`config.mk`:
```
export PLATFORM = sky130hd
export DESIGN_NAME = projection_router
export DESIGN_NICKNAME = d
export VERILOG_FILES = /design/src/rtl/projection_router_pkg.sv /design/src/rtl/projection_router_region.sv /design/src/rtl/projection_router.sv
export SDC_FILE = /design/constraint.sdc
export NUM_CORES = 1
export LEC_CHECK = 0
export CAP_MARGIN = 20
export CELL_PAD_IN_SITES_DETAIL_PLACEMENT = 0
export CELL_PAD_IN_SITES_GLOBAL_PLACEMENT = 1
export CORE_MARGIN = 1.5
export CORE_UTILIZATION = 34
export DETAILED_ROUTE_END_ITERATION = 8
export GPL_TIMING_DRIVEN = 0
export PLACE_DENSITY = 0.75
export SYNTH_ARGS = -nofsm -noshare
export SYNTH_HDL_FRONTEND = slang
export SYNTH_SLANG_ARGS = --single-unit
```
`constraint.sdc`:
```
create_clock -name clk -period 4.5 [get_ports clk]
set_input_delay 0.9 -clock clk [delete_from_list [all_inputs] [get_ports clk]]
set_output_delay 0.9 -clock clk [all_outputs]
set_load 0.005 [all_outputs]
```
`src/rtl/projection_router_pkg.sv`:
```
// Shared definitions for the projection router slice.
// Holds the projection word layout, the phi-region selection bits and
// the router state encoding.
package projection_router_pkg;

   // Projection word layout, MSB first: {phi, z, phider, zder, index}
   localparam int PHI_BITS  = 14;
   localparam int Z_BITS    = 12;
   localparam int PHID_BITS = 9;
   localparam int ZD_BITS   = 9;
   localparam int IDX_BITS  = 10;
   localparam int PROJ_BITS = PHI_BITS + Z_BITS + PHID_BITS + ZD_BITS + IDX_BITS;

   // Field offsets (LSB position of each field)
   localparam int IDX_LSB  = 0;
   localparam int ZD_LSB   = IDX_LSB + IDX_BITS;
   localparam int PHID_LSB = ZD_LSB + ZD_BITS;
   localparam int Z_LSB    = PHID_LSB + PHID_BITS;
   localparam int PHI_LSB  = Z_LSB + Z_BITS;

   // Four phi regions selected by the top two phi bits
   localparam int NUM_REGIONS = 4;
   localparam int REGION_MSB  = PROJ_BITS - 1;
   localparam int REGION_LSB  = PROJ_BITS - 2;

   typedef enum logic {
      ST_IDLE  = 1'b0,
      ST_ROUTE = 1'b1
   } state_t;

endpackage

```
`src/rtl/projection_router_region.sv`:
```
// region_counter: per-region write counter for one event page.
// Ports:
//   clk, reset   clock and asynchronous active-high reset
//   i_clear      new event; counter restarts (a same-cycle i_inc counts as entry 0)
//   i_inc        a projection targets this region this cycle
//   o_index      low ADDR_BITS of the count, i.e. next free slot in the page
//   o_full       region holds 2^ADDR_BITS entries for this event
//   o_overflow   sticky: a projection was dropped because the region was full
module region_counter
   import projection_router_pkg::*;
#(
   parameter int ADDR_BITS = 6
) (
   input  logic                 clk,
   input  logic                 reset,
   input  logic                 i_clear,
   input  logic                 i_inc,
   output logic [ADDR_BITS-1:0] o_index,
   output logic                 o_full,
   output logic                 o_overflow
);

   localparam logic [ADDR_BITS:0] FULL_VAL = {1'b1, {ADDR_BITS{1'b0}}};
   localparam logic [ADDR_BITS:0] ONE_VAL  = {{ADDR_BITS{1'b0}}, 1'b1};

   logic [ADDR_BITS:0] r_count;
   logic               r_overflow;
   logic               w_full;

   assign w_full = (r_count == FULL_VAL);

   // Saturating count; a clear restarts the event, so a coincident increment
   // becomes the first entry of the new page rather than the last of the old.
   always_ff @(posedge clk or posedge reset) begin
      if (reset) begin
         r_count    <= '0;
         r_overflow <= 1'b0;
      end else if (i_clear) begin
         r_count    <= i_inc ? ONE_VAL : '0;
         r_overflow <= 1'b0;
      end else if (i_inc) begin
         if (w_full) begin
            r_overflow <= 1'b1;
         end else begin
            r_count <= r_count + ONE_VAL;
         end
      end
   end

   assign o_index    = r_count[ADDR_BITS-1:0];
   assign o_full     = w_full;
   assign o_overflow = r_overflow;

endmodule

```
`src/rtl/projection_router.sv`:
```
// projection_router: steers each projection into one of four phi-region
// memories, generating a per-region write address whose MSB is the event
// page, so the downstream stage reads event N-1 while event N is written.
// Ports:
//   clk, reset   clock and asynchronous active-high reset
//   start        one-cycle new-event (BX) pulse
//   proj_in      54-bit projection, region = proj_in[53:52]
//   proj_valid   proj_in valid this cycle
//   proj_out     registered copy of the last accepted projection
//   wr_en_out    one-hot per-region write pulse
//   wr_addr      per-region {page, slot}, region r at [r*(ADDR_BITS+1) +: ADDR_BITS+1]
//   bx           event counter
//   overflow     sticky per-region drop flags for the current event
//   nproj        projections accepted in the current event
module projection_router
   import projection_router_pkg::*;
#(
   parameter int ADDR_BITS = 6
) (
   input  logic                                 clk,
   input  logic                                 reset,
   input  logic                                 start,
   input  logic [PROJ_BITS-1:0]                 proj_in,
   input  logic                                 proj_valid,
   output logic [PROJ_BITS-1:0]                 proj_out,
   output logic [NUM_REGIONS-1:0]               wr_en_out,
   output logic [NUM_REGIONS*(ADDR_BITS+1)-1:0] wr_addr,
   output logic [2:0]                           bx,
   output logic [NUM_REGIONS-1:0]               overflow,
   output logic [ADDR_BITS+2:0]                 nproj
);

   localparam int NP_W = ADDR_BITS + 3;
   localparam logic [NP_W-1:0] NP_ONE = {{(NP_W-1){1'b0}}, 1'b1};

   state_t                 r_state;
   state_t                 w_stateNext;
   logic [PROJ_BITS-1:0]   r_projOut;
   logic [NUM_REGIONS-1:0] r_wrEn;
   logic [ADDR_BITS:0]     r_wrAddr [NUM_REGIONS];
   logic [2:0]             r_bx;
   logic [NP_W-1:0]        r_nproj;

   logic                   w_active;
   logic [2:0]             w_bxNext;
   logic                   w_page;
   logic [1:0]             w_region;
   logic [NUM_REGIONS-1:0] w_hit;
   logic [NUM_REGIONS-1:0] w_accept;
   logic [NUM_REGIONS-1:0] w_full;
   logic [NUM_REGIONS-1:0] w_overflow;
   logic [ADDR_BITS-1:0]   w_index [NUM_REGIONS];

   // Only reset leaves ROUTE; start from IDLE begins routing.
   always_comb begin
      w_stateNext = r_state;
      if (start) begin
         w_stateNext = ST_ROUTE;
      end
   end

   always_ff @(posedge clk or posedge reset) begin
      if (reset) begin
         r_state <= ST_IDLE;
      end else begin
         r_state <= w_stateNext;
      end
   end

   // A start in the same cycle as a projection takes effect first, so the
   // projection already belongs to the new event and its page.
   assign w_active = start || (r_state == ST_ROUTE);
   assign w_bxNext = start ? (r_bx + 3'd1) : r_bx;
   assign w_page   = w_bxNext[0];
   assign w_region = proj_in[REGION_MSB:REGION_LSB];

   genvar g;
   generate
      for (g = 0; g < NUM_REGIONS; g++) begin : gRegion
         assign w_hit[g]    = proj_valid && w_active && (w_region == 2'(g));
         assign w_accept[g] = w_hit[g] && (start || !w_full[g]);

         region_counter #(.ADDR_BITS(ADDR_BITS)) uCounter (
            .clk        (clk),
            .reset      (reset),
            .i_clear    (start),
            .i_inc      (w_hit[g]),
            .o_index    (w_index[g]),
            .o_full     (w_full[g]),
            .o_overflow (w_overflow[g])
         );

         // Address holds its last value between writes; only the write pulse qualifies it.
         always_ff @(posedge clk or posedge reset) begin
            if (reset) begin
               r_wrAddr[g] <= '0;
            end else if (w_accept[g]) begin
               r_wrAddr[g] <= {w_page, (start ? {ADDR_BITS{1'b0}} : w_index[g])};
            end
         end

         assign wr_addr[g*(ADDR_BITS+1) +: ADDR_BITS+1] = r_wrAddr[g];
      end
   endgenerate

   // Data path, write pulse, event counter and per-event projection count.
   always_ff @(posedge clk or posedge reset) begin
      if (reset) begin
         r_projOut <= '0;
         r_wrEn    <= '0;
         r_bx      <= '0;
         r_nproj   <= '0;
      end else begin
         r_wrEn <= w_accept;
         r_bx   <= w_bxNext;
         if (|w_accept) begin
            r_projOut <= proj_in;
         end
         if (start) begin
            r_nproj <= (|w_accept) ? NP_ONE : '0;
         end else if (|w_accept) begin
            r_nproj <= r_nproj + NP_ONE;
         end
      end
   end

   assign proj_out  = r_projOut;
   assign wr_en_out = r_wrEn;
   assign bx        = r_bx;
   assign overflow  = w_overflow;
   assign nproj     = r_nproj;

endmodule

```
==> metrics.md, run 1 <==
| Metric | Value |
|---|---|
| Run status | `finished, final reports clean` |
| Post-synth ARST share | `100%` |
| Combinational share of power | `17.3%` |
| Total iterations of the first detailed-routing run | `4` |
| Seq. cell area | `3280 sq um` |
| Reg power frac | `41.2%` |
| First-pass GRT wire length | `24000 um` |
| Post-DP HPWL | `10600 um` |
| Via Count | `4325` |
| Top delay family on crit path | `buffers and inverters` |
| Post-CTS Resized | `0` |
| CTS tree | `yes` |
| Distinct cells, synth | `49` |
| Total CTS buffers | `17` |
| Reg clk slew, reported paths | `0.06 ns` |
| Tmin final | `2.80 ns` |
| H-tree Lvls | `4` |
| Initial core utilization | `34.5%` |
| Worst-case reg-to-reg path depth | `8` |
| P_int | `2.47 mW` |
| Total GRT Usage | `17.2%` |
| Routed len/inst | `16.3 um` |
| Global route overflow | `0` |
| N_diodes | `0` |
| Clk buf depth | `2` |
| Die height | `135 um` |
| Ys flop type | `dfrtp_1` |
| CP max-delay cell | `clkdlybuf4s50_1` |
| Die area | `18200 sq um` |
| Crit path to | `proj_out[47]` |
| Slew Limit Fails | `0` |
| HP Start | `bx[2]` |
| Pwr Density | `391 nW/um^2` |
| Peak supply drop | `0.267 mV` |
| Setup repair bufs after CTS | `0` |
| Reg-to-reg slack, setup | `1.96 ns` |
| Total Routed Length | `14800 um` |
| Crit path DAT | `3.10 ns` |
| Worst-Skew Late Latency | `0.42 ns` |
| Crit-path max cell delay | `0.55 ns` |
| Io pins | `160` |
| Fin util | `48.9%` |
| Antenna violations before repair | `0` |
| Worst r2r src | `gRegion[0].uCounter.r_count[4]` |
| Final net count | `741` |
| Slew headroom | `52.4%` |
| Critical Path RT | `4.80 ns` |
| HP Class | `reg2reg` |
| Worst path depth | `9` |
| EDFF count, synth | `0` |
| Placed cell area | `7820 sq um` |
| Sw frac | `24.8%` |
| Core area | `17200 sq um` |
| Max Freq | `0.357 GHz` |
| Register bit total from synthesis | `131` |
| Min-Delay Path Depth | `1` |
| Crit path kind | `in2reg` |
| Mapped Area | `5920 sq um` |
| Site Rows | `48` |
| Area taken by multi-input logic gates | `2350 sq um` |
| Worst Skew | `0.00926 ns` |
| Hold Worst Slack | `0.465 ns` |
| CP Buf/Inv Count | `4` |
| Syn_area_per_cell | `12.0 sq um` |
| Max Cap Viol | `0` |
| Residual DRC count | `0` |
| Clock group share of total power | `41.5%` |
| Chip width | `135 um` |
| Largest net degree at the start of global routing | `80` |
| Fillers | `1550` |
| Crit start category | `input pin` |
| Crit. End Element | `flop` |
| Routed vias/inst | `4.75` |
| Port Buffers | `158` |
| FF-to-FF End | `proj_out[47]` |
| CTS root buf | `clkbuf_16` |
| Leak pwr | `3.68 nW` |
| Design area | `8400 sq um` |
| Layout area overhead | `41.8%` |
| Vias in the first global route | `4406` |
| Post-CTS Hold Buffers | `0` |
| CP Cell Sequence | `clkdlybuf4s50_1, nand3b_1, o221a_1, nand2b_1, buf_2, and3_4, buf_12, buf_8, mux2_1` |
| Syn_nets | `563` |
| ANT nets after route | `0` |
| Cells after Synth | `495` |
| Fin crit share | `62.2%` |
| Switching Power | `0.813 mW` |
| Clock sink count | `131` |
| Setup-failing EPs final | `0` |
| Worst slew pin tran | `0.709 ns` |
| DRT iter0 DRCs | `286` |
| Final GP Congestion | `0.801` |
| Setup_tns | `0 ns` |
| Sequential fraction of the synthesis area | `55.4%` |
| Ys Warns | `0` |
| Crit path from | `proj_in[52]` |
| Critical path fanouts, max | `10` |
| Final Hold Violating Endpoints | `0` |
| RSZ-0062 raised after global routing | `false` |
| Layout cell share with drive strength beyond 1 | `13.8%` |
## worst min-delay path by stage
stage | to
after detailed placement | wr_addr[19]
after global placement | wr_addr[10]
after global routing | bx[2]
final | bx[2]
after CTS | bx[2]
after floorplan | wr_addr[10]
## cell usage after synthesis (5+ instances only)
| cell | instances | area, sq um |
|---|---|---|
| a311oi_1 | 5 | 43.8 |
| buf_12 | 5 | 100 |
| clkbuf_1 | 9 | 33.8 |
| dfrtp_1 | 131 | 3280 |
| ha_1 | 10 | 125 |
| inv_1 | 19 | 71.3 |
| mux2_1 | 20 | 225 |
| mux2_4 | 40 | 601 |
| nand2_1 | 62 | 233 |
| nand3_1 | 13 | 65.1 |
| nand4_1 | 15 | 93.8 |
| nor2_1 | 39 | 146 |
| nor2b_1 | 7 | 43.8 |
| nor4_1 | 7 | 43.8 |
| o211ai_1 | 5 | 37.5 |
| o21ai_0 | 6 | 30.0 |
| o21ai_1 | 17 | 85.1 |
| o31ai_1 | 6 | 45.0 |
| xnor2_1 | 9 | 78.8 |
| xor2_1 | 14 | 123 |
## logic make-up (layout without fill, tap and decap cells)
family / count (synthesis) / after routing / share of synthesized area [%]
AO/OA/AOI/OAI: 52 / 52 / 5.75
XOR/XNOR: 23 / 23 / 3.40
adder cells (fa/ha/maj): 10 / 10 / 2.11
buffers and inverters: 48 / 239 / 4.92
flip-flops: 131 / 131 / 55.4
multiplexers: 65 / 65 / 14.8
AND/OR/NAND/NOR: 166 / 166 / 13.6
## per-stage QoR
stage / total power [mW] / setup WS [ns] / cells
after floorplan: 1.61 / 0.102 / 495
after global placement: 1.93 / -1.79 / 878
after detailed placement: 1.95 / 1.23 / 879
after CTS: 3.32 / 1.67 / 911
after global routing: 3.43 / 1.54 / 911
final: 3.28 / 1.70 / 911
## sequential cells by signal, summed over array words and instances (netlist names)
register                     flops
gRegion.uCounter.o_overflow      4
wr_en_out                        4
r_state                          1
wr_addr                         28
bx                               3
proj_out                        54
nproj                            9
gRegion.uCounter.r_count        28
## layer usage
metal  track usage (%)  wire length (um)  part of all wire (%)
met3              3.94               539                   3.6
met1              22.8              6790                    46
met2              27.4              7240                    49
met5                 0                 0                     0
met4              6.87               233                   1.6
## cell usage in the layout, fill, tap and decap left out, types with 6 or more instances in the layout
| cell | instances |
|---|---|
| clkbuf_1 | 10 |
| o21ai_1 | 17 |
| o21ai_0 | 6 |
| xor2_1 | 14 |
| dfrtp_1 | 131 |
| nand3_1 | 13 |
| nor2_1 | 39 |
| nor2b_1 | 7 |
| o31ai_1 | 6 |
| nand4_1 | 15 |
| clkdlybuf4s50_1 | 158 |
| nor4_1 | 7 |
| clkbuf_16 | 17 |
| inv_1 | 18 |
| xnor2_1 | 9 |
| nand2_1 | 62 |
| ha_1 | 10 |
| mux2_4 | 40 |
| mux2_1 | 20 |
## final cells by class
type                            count  area share (%)
Clock buffer                       19            5.28
Tap cell                          225            3.35
Inverter                           23            1.09
Timing Repair Buffer              159            19.2
Clock inverter                     13            1.61
Sequential cell                   131            39.0
Multi-Input combinational cell    316            28.0
Buffer                             25            2.44
## power groups by stage
stage	Sequential (mW)	Clock [mW]	Combinational [mW]
floorplan	1.37	0	0.239
global placement	1.37	0	0.561
detailed placement	1.37	0	0.575
CTS	1.35	1.39	0.578
global route	1.37	1.45	0.615
finish	1.35	1.36	0.567
Power figures use the tool's default switching activity.
==> run 2: changes to the inputs <==
Clock period 4.5 ns to 2.4 ns, I/O delays scaled along.
==> run 2 against run 1 <==
Effect of this change:
- non-clock buffer count is 13 higher
- via count up 2.2%
- sequential share of layout area fell by 0.60 points
- first-iteration DRC count down 31%
- hold slack worse by 0.0010 ns
- sequential power grew 87%
- design area up 1.6%
- cell count increased by 1.4%
- die area did not move
- routed wire length is 0.63% higher
- global-route usage is 0.21 points higher
==> metrics.md, run 2 (synthesis results as in run 1) <==
| Metric | Value |
|---|---|
| Run status | `finished, final reports clean` |
| Post-DP HPWL | `11000 um` |
| Pwr Density | `708 nW/um^2` |
| Final GP Congestion | `0.823` |
| H-tree Lvls | `4` |
| Via Count | `4419` |
| Die area | `18200 sq um` |
| Antenna violations before repair | `0` |
| Crit path DAT | `2.66 ns` |
| Top Layer Used | `met4` |
| Fillers | `1566` |
| Setup-failing EPs final | `0` |
| Io pins | `160` |
| Total CTS buffers | `17` |
| Max Cap Viol | `0` |
| WHS Endpoint | `wr_addr[9]` |
| Worst-Skew Late Latency | `0.41 ns` |
| Final Hold Violating Endpoints | `0` |
| Placed cell area | `7850 sq um` |
| Reg-to-reg slack, setup | `0.02 ns` |
| Site Rows | `48` |
| Worst r2r src | `gRegion[3].uCounter.r_count[2]` |
| Post-CTS Hold Buffers | `0` |
| Min-Delay Path Depth | `2` |
| Placed insts | `881` |
| Die height | `135 um` |
| CTS tree | `yes` |
| Max reg flops | `54` |
| Layout cell share with drive strength beyond 1 | `16.7%` |
| Final net count | `754` |
| Vias in the first global route | `4579` |
| CP Cell Sequence | `or4b_4, or3_4, nand3_4, and3_4, buf_12, buf_12, mux2_1` |
| Port Buffers | `158` |
| Crit-path max cell delay | `0.56 ns` |
| Crit. End Element | `flop` |
| Global route overflow | `0` |
| Layout area overhead | `44.0%` |
| CP max-delay cell | `or4b_4` |
| Most common cell after layout, fill and taps aside | `clkdlybuf4s50_1` |
| Clk buf depth | `2` |
| Initial core utilization | `34.5%` |
| CTS root buf | `clkbuf_16` |
| Critical Path RT | `2.69 ns` |
| Most frequent cells in the layout | `clkdlybuf4s50_1, dfrtp_1, nand2_1` |
| Routed wl met3 | `613 um` |
| Pwr Total | `6.04 mW` |
| Worst slew pin tran | `0.816 ns` |
| Fin crit share | `99.0%` |
| Crit start category | `flop` |
| Largest net degree at the start of global routing | `42` |
| Slew Limit Fails | `0` |
| Leak pwr | `3.77 nW` |
| Routed len/inst | `16.1 um` |
| Design area | `8530 sq um` |
| First-pass GRT wire length | `24500 um` |
| Met2 wire length | `7430 um` |
| Worst-case reg-to-reg path depth | `7` |
| DRT iter0 DRCs | `196` |
| Clock sink count | `131` |
| Routed length on met1 | `6490 um` |
| Peak supply drop | `0.463 mV` |
| Worst Skew | `0.0103 ns` |
| Final non-filler cell total | `924` |
| Critical path fanouts, max | `10` |
| N_diodes | `0` |
| HP Class | `reg2reg` |
| Residual DRC count | `0` |
| Total GRT Usage | `17.4%` |
| Routed vias/inst | `4.78` |
| Max Freq | `0.421 GHz` |
| HP Start | `wr_addr[9]` |
| Chip width | `135 um` |
| Total iterations of the first detailed-routing run | `5` |
| RSZ-0062 raised after global routing | `true` |
| Tmin final | `2.38 ns` |
| CP dominant cell by count | `buf_12` |
| Slew headroom | `45.5%` |
| Total Routed Length | `14900 um` |
| Reg clk slew, reported paths | `0.06 ns` |
| Crit path kind | `reg2reg` |
| Core area | `17200 sq um` |
| ANT nets after route | `0` |
| FF-to-FF End | `proj_out[49]` |
-- run 2: cell count changes in the layout (fill, tap and decap cells not counted), moves of 3 or more --
cell	previous run	this run
buf_12	5	9
clkbuf_2	0	3
mux2_1	20	16
buf_4	4	15
mux2_4	40	44
-- run 2: layout make-up --
type,count,area (sq um),area share [%]
timing repair buffer,172,1720,20.2
tap,225,282,3.30
multi-input combinational,316,2380,27.9
clock inverter,12,109,1.28
buffer,25,220,2.58
clock buffer,20,447,5.24
inverter,23,90.1,1.06
sequential,131,3280,38.4
-- run 2: critical path, delay by kind of cell (launching register included) --
kind / cells / cell delay (ns)
flops: 1 / 0.38
simple gates: 4 / 1.26
mux: 1 / 0.32
buf+inv: 2 / 0.28
-- run 2: per-layer routing --
metal	track usage [%]	vias to the layer above
met5	0	-
met4	7.83	0
met3	4.13	23
met2	28.7	96
met1	21.9	2204
li1	-	2096
-- run 2: worst max path at each step --
stage | from | endpoint | slack, ns | cells after the start
floorplan | gRegion[3].uCounter.r_count[2] | proj_out[42] | 0.05 | 7
global placement | reset | wr_en_out[3] | -0.95 | 2
detailed placement | proj_in[52] | proj_out[48] | -0.47 | 9
CTS | gRegion[3].uCounter.r_count[2] | proj_out[44] | 0.004 | 7
global route | gRegion[3].uCounter.r_count[2] | proj_out[49] | -0.07 | 7
finish | gRegion[3].uCounter.r_count[2] | proj_out[49] | 0.02 | 7
-- run 2: what timing repair did --
| item | in CTS | in global routing |
|---|---|---|
| setup endpoints to repair | 48 | 71 |
| endpoints found under the hold margin | 0 | 0 |
| pin swaps | 1 | 0 |
| buffers inserted | 11 | 0 |
| gates resized for setup | 5 | 10 |
-- run 2: metrics by stage --
stage / hold slack (ns) / TNS [ns] / setup WS (ns) / utilization [%]
final: 0.464 / 0 / 0.0235 / 49.6
after global routing: 0.492 / -1.93 / -0.0653 / 49.6
after CTS: 0.467 / 0 / 0.00408 / 49.5
after detailed placement: 0.455 / -29.86 / -0.467 / 45.7
after global placement: 0.456 / -151.68 / -0.955 / 45.3
after floorplan: 0.463 / 0 / 0.0485 / -
-- run 2: report_power, final --
group	switching, mW	internal (mW)
Combinational	0.400	0.686
Sequential	0.125	2.41
Clock	0.966	1.45
